`config.mk`:
```
export PLATFORM = sky130hd
export DESIGN_NAME = multicycle_control_fsm
export DESIGN_NICKNAME = d
export VERILOG_FILES = /design/src/rtl/multicycle_control_fsm.sv
export SDC_FILE = /design/constraint.sdc
export NUM_CORES = 1
export LEC_CHECK = 0
export CAP_MARGIN = 40
export CORE_MARGIN = 4
export CORE_UTILIZATION = 40
export DETAILED_ROUTE_END_ITERATION = 6
export MAX_ROUTING_LAYER = met4
export PLACE_DENSITY_LB_ADDON = 0.3
export SETUP_SLACK_MARGIN = 0.02
export SLEW_MARGIN = 40
export SYNTH_ARGS = -nofsm -noshare
export SYNTH_HDL_FRONTEND = slang
export SYNTH_SLANG_ARGS = --single-unit
```
`constraint.sdc`:
```
create_clock -name clk -period 4.05 [get_ports clk]
set_clock_uncertainty 0.1 [all_clocks]
set_input_delay 0.405 -clock clk [delete_from_list [all_inputs] [get_ports clk]]
set_output_delay 0.405 -clock clk [all_outputs]
set_load 0.02 [all_outputs]
```
`src/rtl/multicycle_control_fsm.sv`:
```
// Multi-cycle control sequencer for an RV32 subset datapath (shared PC/IR/ALUOut, unified memory).
// Moore outputs are registered alongside the state; only strobes gated by mem_ready or zero are combinational.
module multicycle_control_fsm #(
    parameter int MEM_TIMEOUT = 255,
    parameter int TO_W        = 8
) (
    input  logic       clk,
    input  logic       rst,
    input  logic [6:0] opcode,
    input  logic [2:0] funct3,
    input  logic [6:0] funct7,
    input  logic       zero,
    input  logic       mem_ready,
    output logic       mem_req,
    output logic       mem_we,
    output logic       mem_src,
    output logic       ir_write,
    output logic       pc_write,
    output logic       pc_src,
    output logic [1:0] alu_src_a,
    output logic [1:0] alu_src_b,
    output logic [3:0] alu_control,
    output logic       reg_write,
    output logic [1:0] wb_sel,
    output logic       instr_retired,
    output logic [3:0] state,
    output logic       illegal,
    output logic       bus_error
);

    typedef enum logic [3:0] {
        FETCH     = 4'd0,
        DECODE    = 4'd1,
        EXEC_R    = 4'd2,
        EXEC_I    = 4'd3,
        MEM_ADDR  = 4'd4,
        MEM_READ  = 4'd5,
        MEM_WRITE = 4'd6,
        WB_ALU    = 4'd7,
        WB_MEM    = 4'd8,
        BRANCH    = 4'd9,
        JAL       = 4'd10,
        JALR      = 4'd11,
        TRAP      = 4'd15
    } state_t;

    localparam logic [6:0] OP_R      = 7'b0110011;
    localparam logic [6:0] OP_I      = 7'b0010011;
    localparam logic [6:0] OP_LOAD   = 7'b0000011;
    localparam logic [6:0] OP_STORE  = 7'b0100011;
    localparam logic [6:0] OP_BRANCH = 7'b1100011;
    localparam logic [6:0] OP_JAL    = 7'b1101111;
    localparam logic [6:0] OP_JALR   = 7'b1100111;

    localparam logic [6:0] F7_BASE = 7'b0000000;
    localparam logic [6:0] F7_ALT  = 7'b0100000;

    localparam logic [3:0] ALU_AND  = 4'b0000;
    localparam logic [3:0] ALU_OR   = 4'b0001;
    localparam logic [3:0] ALU_ADD  = 4'b0010;
    localparam logic [3:0] ALU_SUB  = 4'b0011;
    localparam logic [3:0] ALU_XOR  = 4'b0100;
    localparam logic [3:0] ALU_SLL  = 4'b0101;
    localparam logic [3:0] ALU_SRA  = 4'b0110;
    localparam logic [3:0] ALU_SRL  = 4'b0111;
    localparam logic [3:0] ALU_NONE = 4'b1111;

    localparam logic [1:0] SRC_A_PC     = 2'd0;
    localparam logic [1:0] SRC_A_RS1    = 2'd1;
    localparam logic [1:0] SRC_A_OLD_PC = 2'd2;
    localparam logic [1:0] SRC_B_RS2    = 2'd0;
    localparam logic [1:0] SRC_B_IMM    = 2'd1;
    localparam logic [1:0] SRC_B_FOUR   = 2'd2;
    localparam logic [1:0] WB_ALUOUT    = 2'd0;
    localparam logic [1:0] WB_MDR       = 2'd1;
    localparam logic [1:0] WB_PC        = 2'd2;

    localparam logic [TO_W-1:0] TIMEOUT_LIMIT = TO_W'(MEM_TIMEOUT);

    typedef struct packed {
        logic       mem_req;
        logic       mem_we;
        logic       mem_src;
        logic       pc_write;
        logic       pc_src;
        logic [1:0] alu_src_a;
        logic [1:0] alu_src_b;
        logic [3:0] alu_control;
        logic       reg_write;
        logic [1:0] wb_sel;
        logic       instr_retired;
    } ctrl_t;

    state_t            cur_state;
    state_t            nxt_state;
    ctrl_t             ctrl;
    logic [TO_W-1:0]   wait_cnt;
    logic              illegal_flag;
    logic              bus_error_flag;
    logic              timed_out;
    logic              fetch_done;
    logic              branch_taken;

    function automatic logic is_mem_state(input state_t s);
        return (s == FETCH) || (s == MEM_READ) || (s == MEM_WRITE);
    endfunction

    // Shift and add/sub variants share funct3; funct7 picks the arithmetic form.
    function automatic logic [3:0] alu_op(input logic [2:0] f3, input logic [6:0] f7,
                                          input logic allow_sub);
        logic [3:0] op;
        op = ALU_NONE;
        case (f3)
            3'b000:  op = (allow_sub && f7 == F7_ALT) ? ALU_SUB : ALU_ADD;
            3'b111:  op = ALU_AND;
            3'b110:  op = ALU_OR;
            3'b100:  op = ALU_XOR;
            3'b001:  op = ALU_SLL;
            3'b101:  op = (f7 == F7_ALT) ? ALU_SRA : ALU_SRL;
            default: op = ALU_NONE;
        endcase
        return op;
    endfunction

    function automatic logic is_legal(input logic [6:0] op, input logic [2:0] f3,
                                      input logic [6:0] f7);
        logic ok;
        ok = 1'b0;
        case (op)
            OP_R: begin
                if (f3 == 3'b010 || f3 == 3'b011) ok = 1'b0;
                else if (f7 == F7_BASE)           ok = 1'b1;
                else ok = (f7 == F7_ALT) && (f3 == 3'b000 || f3 == 3'b101);
            end
            OP_I: begin
                case (f3)
                    3'b010, 3'b011: ok = 1'b0;
                    3'b101:         ok = (f7 == F7_BASE) || (f7 == F7_ALT);
                    3'b001:         ok = (f7 == F7_BASE);
                    default:        ok = 1'b1;
                endcase
            end
            OP_LOAD, OP_STORE: ok = (f3 == 3'b010);
            OP_BRANCH:         ok = (f3 == 3'b000) || (f3 == 3'b001);
            OP_JAL:            ok = 1'b1;
            OP_JALR:           ok = (f3 == 3'b000);
            default:           ok = 1'b0;
        endcase
        return ok;
    endfunction

    // Moore control word for a state; funct fields only matter in the execute states.
    function automatic ctrl_t moore_ctrl(input state_t s, input logic [2:0] f3,
                                         input logic [6:0] f7);
        ctrl_t c;
        c = '0;
        c.alu_control = ALU_NONE;
        case (s)
            FETCH: begin
                c.mem_req     = 1'b1;
                c.alu_src_a   = SRC_A_PC;
                c.alu_src_b   = SRC_B_FOUR;
                c.alu_control = ALU_ADD;
            end
            DECODE: begin
                c.alu_src_a   = SRC_A_OLD_PC;
                c.alu_src_b   = SRC_B_IMM;
                c.alu_control = ALU_ADD;
            end
            EXEC_R: begin
                c.alu_src_a   = SRC_A_RS1;
                c.alu_src_b   = SRC_B_RS2;
                c.alu_control = alu_op(f3, f7, 1'b1);
            end
            EXEC_I: begin
                c.alu_src_a   = SRC_A_RS1;
                c.alu_src_b   = SRC_B_IMM;
                c.alu_control = alu_op(f3, f7, 1'b0);
            end
            MEM_ADDR: begin
                c.alu_src_a   = SRC_A_RS1;
                c.alu_src_b   = SRC_B_IMM;
                c.alu_control = ALU_ADD;
            end
            MEM_READ: begin
                c.mem_req = 1'b1;
                c.mem_src = 1'b1;
            end
            MEM_WRITE: begin
                c.mem_req = 1'b1;
                c.mem_src = 1'b1;
                c.mem_we  = 1'b1;
            end
            WB_ALU: begin
                c.reg_write     = 1'b1;
                c.wb_sel        = WB_ALUOUT;
                c.instr_retired = 1'b1;
            end
            WB_MEM: begin
                c.reg_write     = 1'b1;
                c.wb_sel        = WB_MDR;
                c.instr_retired = 1'b1;
            end
            BRANCH: begin
                c.alu_src_a     = SRC_A_RS1;
                c.alu_src_b     = SRC_B_RS2;
                c.alu_control   = ALU_SUB;
                c.pc_src        = 1'b1;
                c.instr_retired = 1'b1;
            end
            JAL: begin
                c.pc_write      = 1'b1;
                c.pc_src        = 1'b1;
                c.reg_write     = 1'b1;
                c.wb_sel        = WB_PC;
                c.instr_retired = 1'b1;
            end
            JALR: begin
                c.alu_src_a     = SRC_A_RS1;
                c.alu_src_b     = SRC_B_IMM;
                c.alu_control   = ALU_ADD;
                c.pc_write      = 1'b1;
                c.reg_write     = 1'b1;
                c.wb_sel        = WB_PC;
                c.instr_retired = 1'b1;
            end
            default: ;
        endcase
        return c;
    endfunction

    assign timed_out = (wait_cnt == TIMEOUT_LIMIT);

    // NOTE: every variable written in always_comb gets a default first, so no path can infer a latch.
    always_comb begin
        nxt_state = cur_state;
        case (cur_state)
            FETCH: begin
                if (mem_ready)      nxt_state = DECODE;
                else if (timed_out) nxt_state = TRAP;
            end
            DECODE: begin
                if (!is_legal(opcode, funct3, funct7)) begin
                    nxt_state = TRAP;
                end else begin
                    case (opcode)
                        OP_R:              nxt_state = EXEC_R;
                        OP_I:              nxt_state = EXEC_I;
                        OP_LOAD, OP_STORE: nxt_state = MEM_ADDR;
                        OP_BRANCH:         nxt_state = BRANCH;
                        OP_JAL:            nxt_state = JAL;
                        OP_JALR:           nxt_state = JALR;
                        default:           nxt_state = TRAP;
                    endcase
                end
            end
            EXEC_R, EXEC_I: nxt_state = WB_ALU;
            MEM_ADDR:       nxt_state = (opcode == OP_LOAD) ? MEM_READ : MEM_WRITE;
            MEM_READ: begin
                if (mem_ready)      nxt_state = WB_MEM;
                else if (timed_out) nxt_state = TRAP;
            end
            MEM_WRITE: begin
                if (mem_ready)      nxt_state = FETCH;
                else if (timed_out) nxt_state = TRAP;
            end
            WB_ALU, WB_MEM, BRANCH, JAL, JALR: nxt_state = FETCH;
            TRAP:    nxt_state = TRAP;
            default: nxt_state = TRAP;
        endcase
    end

    // NOTE: sequential state uses non-blocking assignments so every register samples pre-edge values.
    always_ff @(posedge clk) begin
        if (rst) begin
            cur_state      <= FETCH;
            ctrl           <= moore_ctrl(FETCH, funct3, funct7);
            wait_cnt       <= '0;
            illegal_flag   <= 1'b0;
            bus_error_flag <= 1'b0;
        end else begin
            cur_state <= nxt_state;
            ctrl      <= moore_ctrl(nxt_state, funct3, funct7);
            if (nxt_state != cur_state)
                wait_cnt <= '0;
            else if (is_mem_state(cur_state) && !mem_ready)
                wait_cnt <= wait_cnt + 1'b1;
            if (cur_state == DECODE && nxt_state == TRAP)
                illegal_flag <= 1'b1;
            if (is_mem_state(cur_state) && nxt_state == TRAP)
                bus_error_flag <= 1'b1;
        end
    end

    assign fetch_done   = (cur_state == FETCH) && mem_ready;
    assign branch_taken = (cur_state == BRANCH) && ((funct3 == 3'b000) ? zero : !zero);
    assign state        = cur_state;

    // Reset overrides everything combinationally so no strobe survives the cycle rst rises.
    always_comb begin
        mem_req       = 1'b0;
        mem_we        = 1'b0;
        mem_src       = 1'b0;
        ir_write      = 1'b0;
        pc_write      = 1'b0;
        pc_src        = 1'b0;
        alu_src_a     = SRC_A_PC;
        alu_src_b     = SRC_B_RS2;
        alu_control   = ALU_NONE;
        reg_write     = 1'b0;
        wb_sel        = WB_ALUOUT;
        instr_retired = 1'b0;
        illegal       = 1'b0;
        bus_error     = 1'b0;
        if (!rst) begin
            mem_req       = ctrl.mem_req;
            mem_we        = ctrl.mem_we;
            mem_src       = ctrl.mem_src;
            ir_write      = fetch_done;
            pc_write      = ctrl.pc_write | fetch_done | branch_taken;
            pc_src        = ctrl.pc_src;
            alu_src_a     = ctrl.alu_src_a;
            alu_src_b     = ctrl.alu_src_b;
            alu_control   = ctrl.alu_control;
            reg_write     = ctrl.reg_write;
            wb_sel        = ctrl.wb_sel;
            instr_retired = ctrl.instr_retired | ((cur_state == MEM_WRITE) && mem_ready);
            illegal       = illegal_flag;
            bus_error     = bus_error_flag;
        end
    end

endmodule

```
==> out/metrics.cfg <==
[floorplanning]
dieArea_um2 = 6160
rows = 25
start_util_pct = 41.8
coreArea_um2 = 4750
fp.dieH_um = 78.5
die_w_um = 78.5
io_pins = 45

[yosys]
synth_seq_cells = 31
synth_edf_count = 0
netlist_area_um2 = 1990
async_flop_share_pct = 0
synth_top_area_cell = dfxtp_1
ys_top_cells_by_area = dfxtp_1 (31%), nor2b_1 (5.4%), nor2_1 (4.0%)
avgSynthCellArea_um2 = 8.53
synthDistinctLibCells = 63
synth_ff_type = dfxtp_1
synth_cells = 233
synth_top_area_share_pct = 31.2
synth_fp_nets = 255
ys_seq_area_share_pct = 31.2
synth_warnings = 0

[cells_and_area]
areaGrowthSynthToFinish_pct = 29.3
final_common_cell = clkdlybuf4s50_1
antennaDiodeCount = 0
nNetsFinal = 296
stdcell_count = 342
layout_common_cells = clkdlybuf4s50_1 (43), dfxtp_1 (31), nor2_1 (21)
drive_gt1_share_pct = 14.2
nFillCells = 474

[routing]
antenna_left = 0
first_pass_iters = 4
wl_per_cell_um = 13.3
drt-total-wl_um = 4560
routed_via_density = 5.39
num_vias = 1842
drtIter0Drc = 136
drc = 0

[power]
p_int_mw = 1.02
power.density_nw_per_um2 = 732
p_comb_share_pct = 58.1
ir_drop_v = 0.000236
power.leakage_nw = 0.908
clockPowerShare_pct = 16.6
seqPwrFrac_pct = 25.2
p_switching_mw = 0.864
swShare_pct = 45.9

[placement]
io_buffers = 44
gp_routability_congestion = 0.956
dp.cells = 334
dpl.hpwl_um = 3440

[cts]
cts.sinks = 31
ctsResizeCount = 0
htree_levels = 2
clock_latency_ns = 0.28
path_clk_slew_ns = 0.07
root_buffer = clkbuf_8
cts_setup_buffers = 0
cts_buffers = 5
cts_tree = done
postCtsHoldBufs = 0
cts_buffer_depth = 2

[setup_path]
critical_path.most_common_cell = clkdlybuf4s50_1
path_class = primary input to output pin
path_cells = clkdlybuf4s50_1, nor3_1, xnor2_1, nand3_1, a31oi_1, clkdlybuf4s50_1
critPathMaxFanout = 8
max_stage_delay_ns = 0.63
worst_setup_path_start_kind = primary input
end_kind = output pin
cp.required_ns = 3.54
arrival_ns = 2.40
cpMaxStageDelayCell = clkdlybuf4s50_1

[global_routing]
grt_start_max_net_pins = 29
grt_overflow = 0
antenna_found_initial = 0
grt_pass1_vias = 1740
grt_pass1_wl_um = 7800
track_usage_pct = 16.0

[hold_path]
hold_path.class = flop to flop

[flow_run]
maxCapViolCount = 0

[timing]
worst_pin_slew_ns = 0.607
period_share_pct = 71.8
finalHoldViolations = 0
finalMaxSlewViolations = 0
maxSlewHeadroom_pct = 59.5
setup_tns_ns = 0
fmax_mhz = 344
setup_viol = 0
fin_crit_ns = 2.91
rsz0062_at_grt = false

[outcome]
status = complete, no violations

==> worst paths after layout <==
kind | from | to | slack [ns] | depth (start not counted)
worst max register to register | state[0] | ctrl[1] | 1.24 | 7
worst min register to register | wait_cnt[5] | wait_cnt[5] | 0.46 | 2
worst max-delay path | funct3[2] | pc_write | 1.14 | 6
worst min-delay path | wait_cnt[5] | wait_cnt[5] | 0.46 | 2
==> cells in the mapped netlist (all sizes together) (2+ instances only) <==
master and number:
dfxtp 31, nor2 24, nor2b 18, a21oi 12, nor4 12, nand2 11, nand3 9, nor3 9
o21ai 9, inv 8, buf 7, xnor2 7, or2 6, a31oi 5, clkbuf 5, nand4 5
o211ai 5, xor2 5, nor3b 4, a31o 3, a2111oi 2, and2 2, and2b 2, and3 2
and3b 2, and4 2, mux2i 2, nand2b 2, nand3b 2
==> cell families (layout without fill, tap and decap cells) <==
| family | Yosys count | in the layout | synth area share (%) |
|---|---|---|---|
| AND/OR/NAND/NOR | 117 | 117 | 36.1 |
| AO/OA/AOI/OAI | 50 | 50 | 19.8 |
| flip-flops | 31 | 31 | 31.2 |
| buffers and inverters | 20 | 62 | 4.97 |
| XOR/XNOR | 12 | 12 | 6.05 |
| multiplexers | 2 | 2 | 1.20 |
| adder cells (fa/ha/maj) | 1 | 1 | 0.630 |
==> registers in the layout, indices dropped and copies added, names as in the netlist <==
| name | flops |
|---|---|
| wait_cnt | 8 |
| state | 4 |
| bus_error_flag | 1 |
| illegal_flag | 1 |
| ctrl | 17 |
==> through the flow <==
stage	utilization (%)	power, mW	hold WS, ns	cell area (um^2)	setup WS, ns
after global placement	51.7	1.57	0.422	2460	0.957
after floorplan	-	1.31	0.411	1990	1.67
final	54.1	1.88	0.461	2570	1.14
after detailed placement	51.6	1.58	0.451	2450	0.941
after global routing	54.1	2.03	0.490	2570	0.969
after CTS	54.1	1.89	0.463	2570	1.14
==> power by group through the flow <==
stage / Combinational (mW) / Clock (mW) / Sequential [mW]
detailed placement: 1.09 / 0 / 0.482
global route: 1.20 / 0.337 / 0.493
CTS: 1.10 / 0.319 / 0.475
finish: 1.09 / 0.313 / 0.475
global placement: 1.09 / 0 / 0.482
floorplan: 0.871 / 0 / 0.443
==> layer usage <==
layer  global-route usage, %  up-vias  part of all wire, %
li1                        -      936                    -
met1                    20.2      835                   47
met2                    25.1       66                   45
met3                    3.44        5                  6.9
met4                    6.29        0                  1.6
met5                       -        -                    0
==> worst max-delay path, delay by kind of cell <==
| family | cells | cell delay [ns] |
|---|---|---|
| AOI/OAI and AO/OA | 1 | 0.21 |
| buffers and inverters | 2 | 1.17 |
| xor gates and xnor gates | 1 | 0.18 |
| and+or+nand+nor | 2 | 0.44 |
==> cell type report <==
class                      count  area [um^2]  share of cell area [%]
clock buffer                   6         82.6                    3.21
clock inverter                 2         35.0                    1.36
inverter                       8         30.0                    1.17
multi-input combinational    182         1270                    49.3
sequential                    31          621                    24.1
tap                           67         83.8                    3.26
timing repair buffer          46          450                    17.5
(Power assumes the default switching activity.)
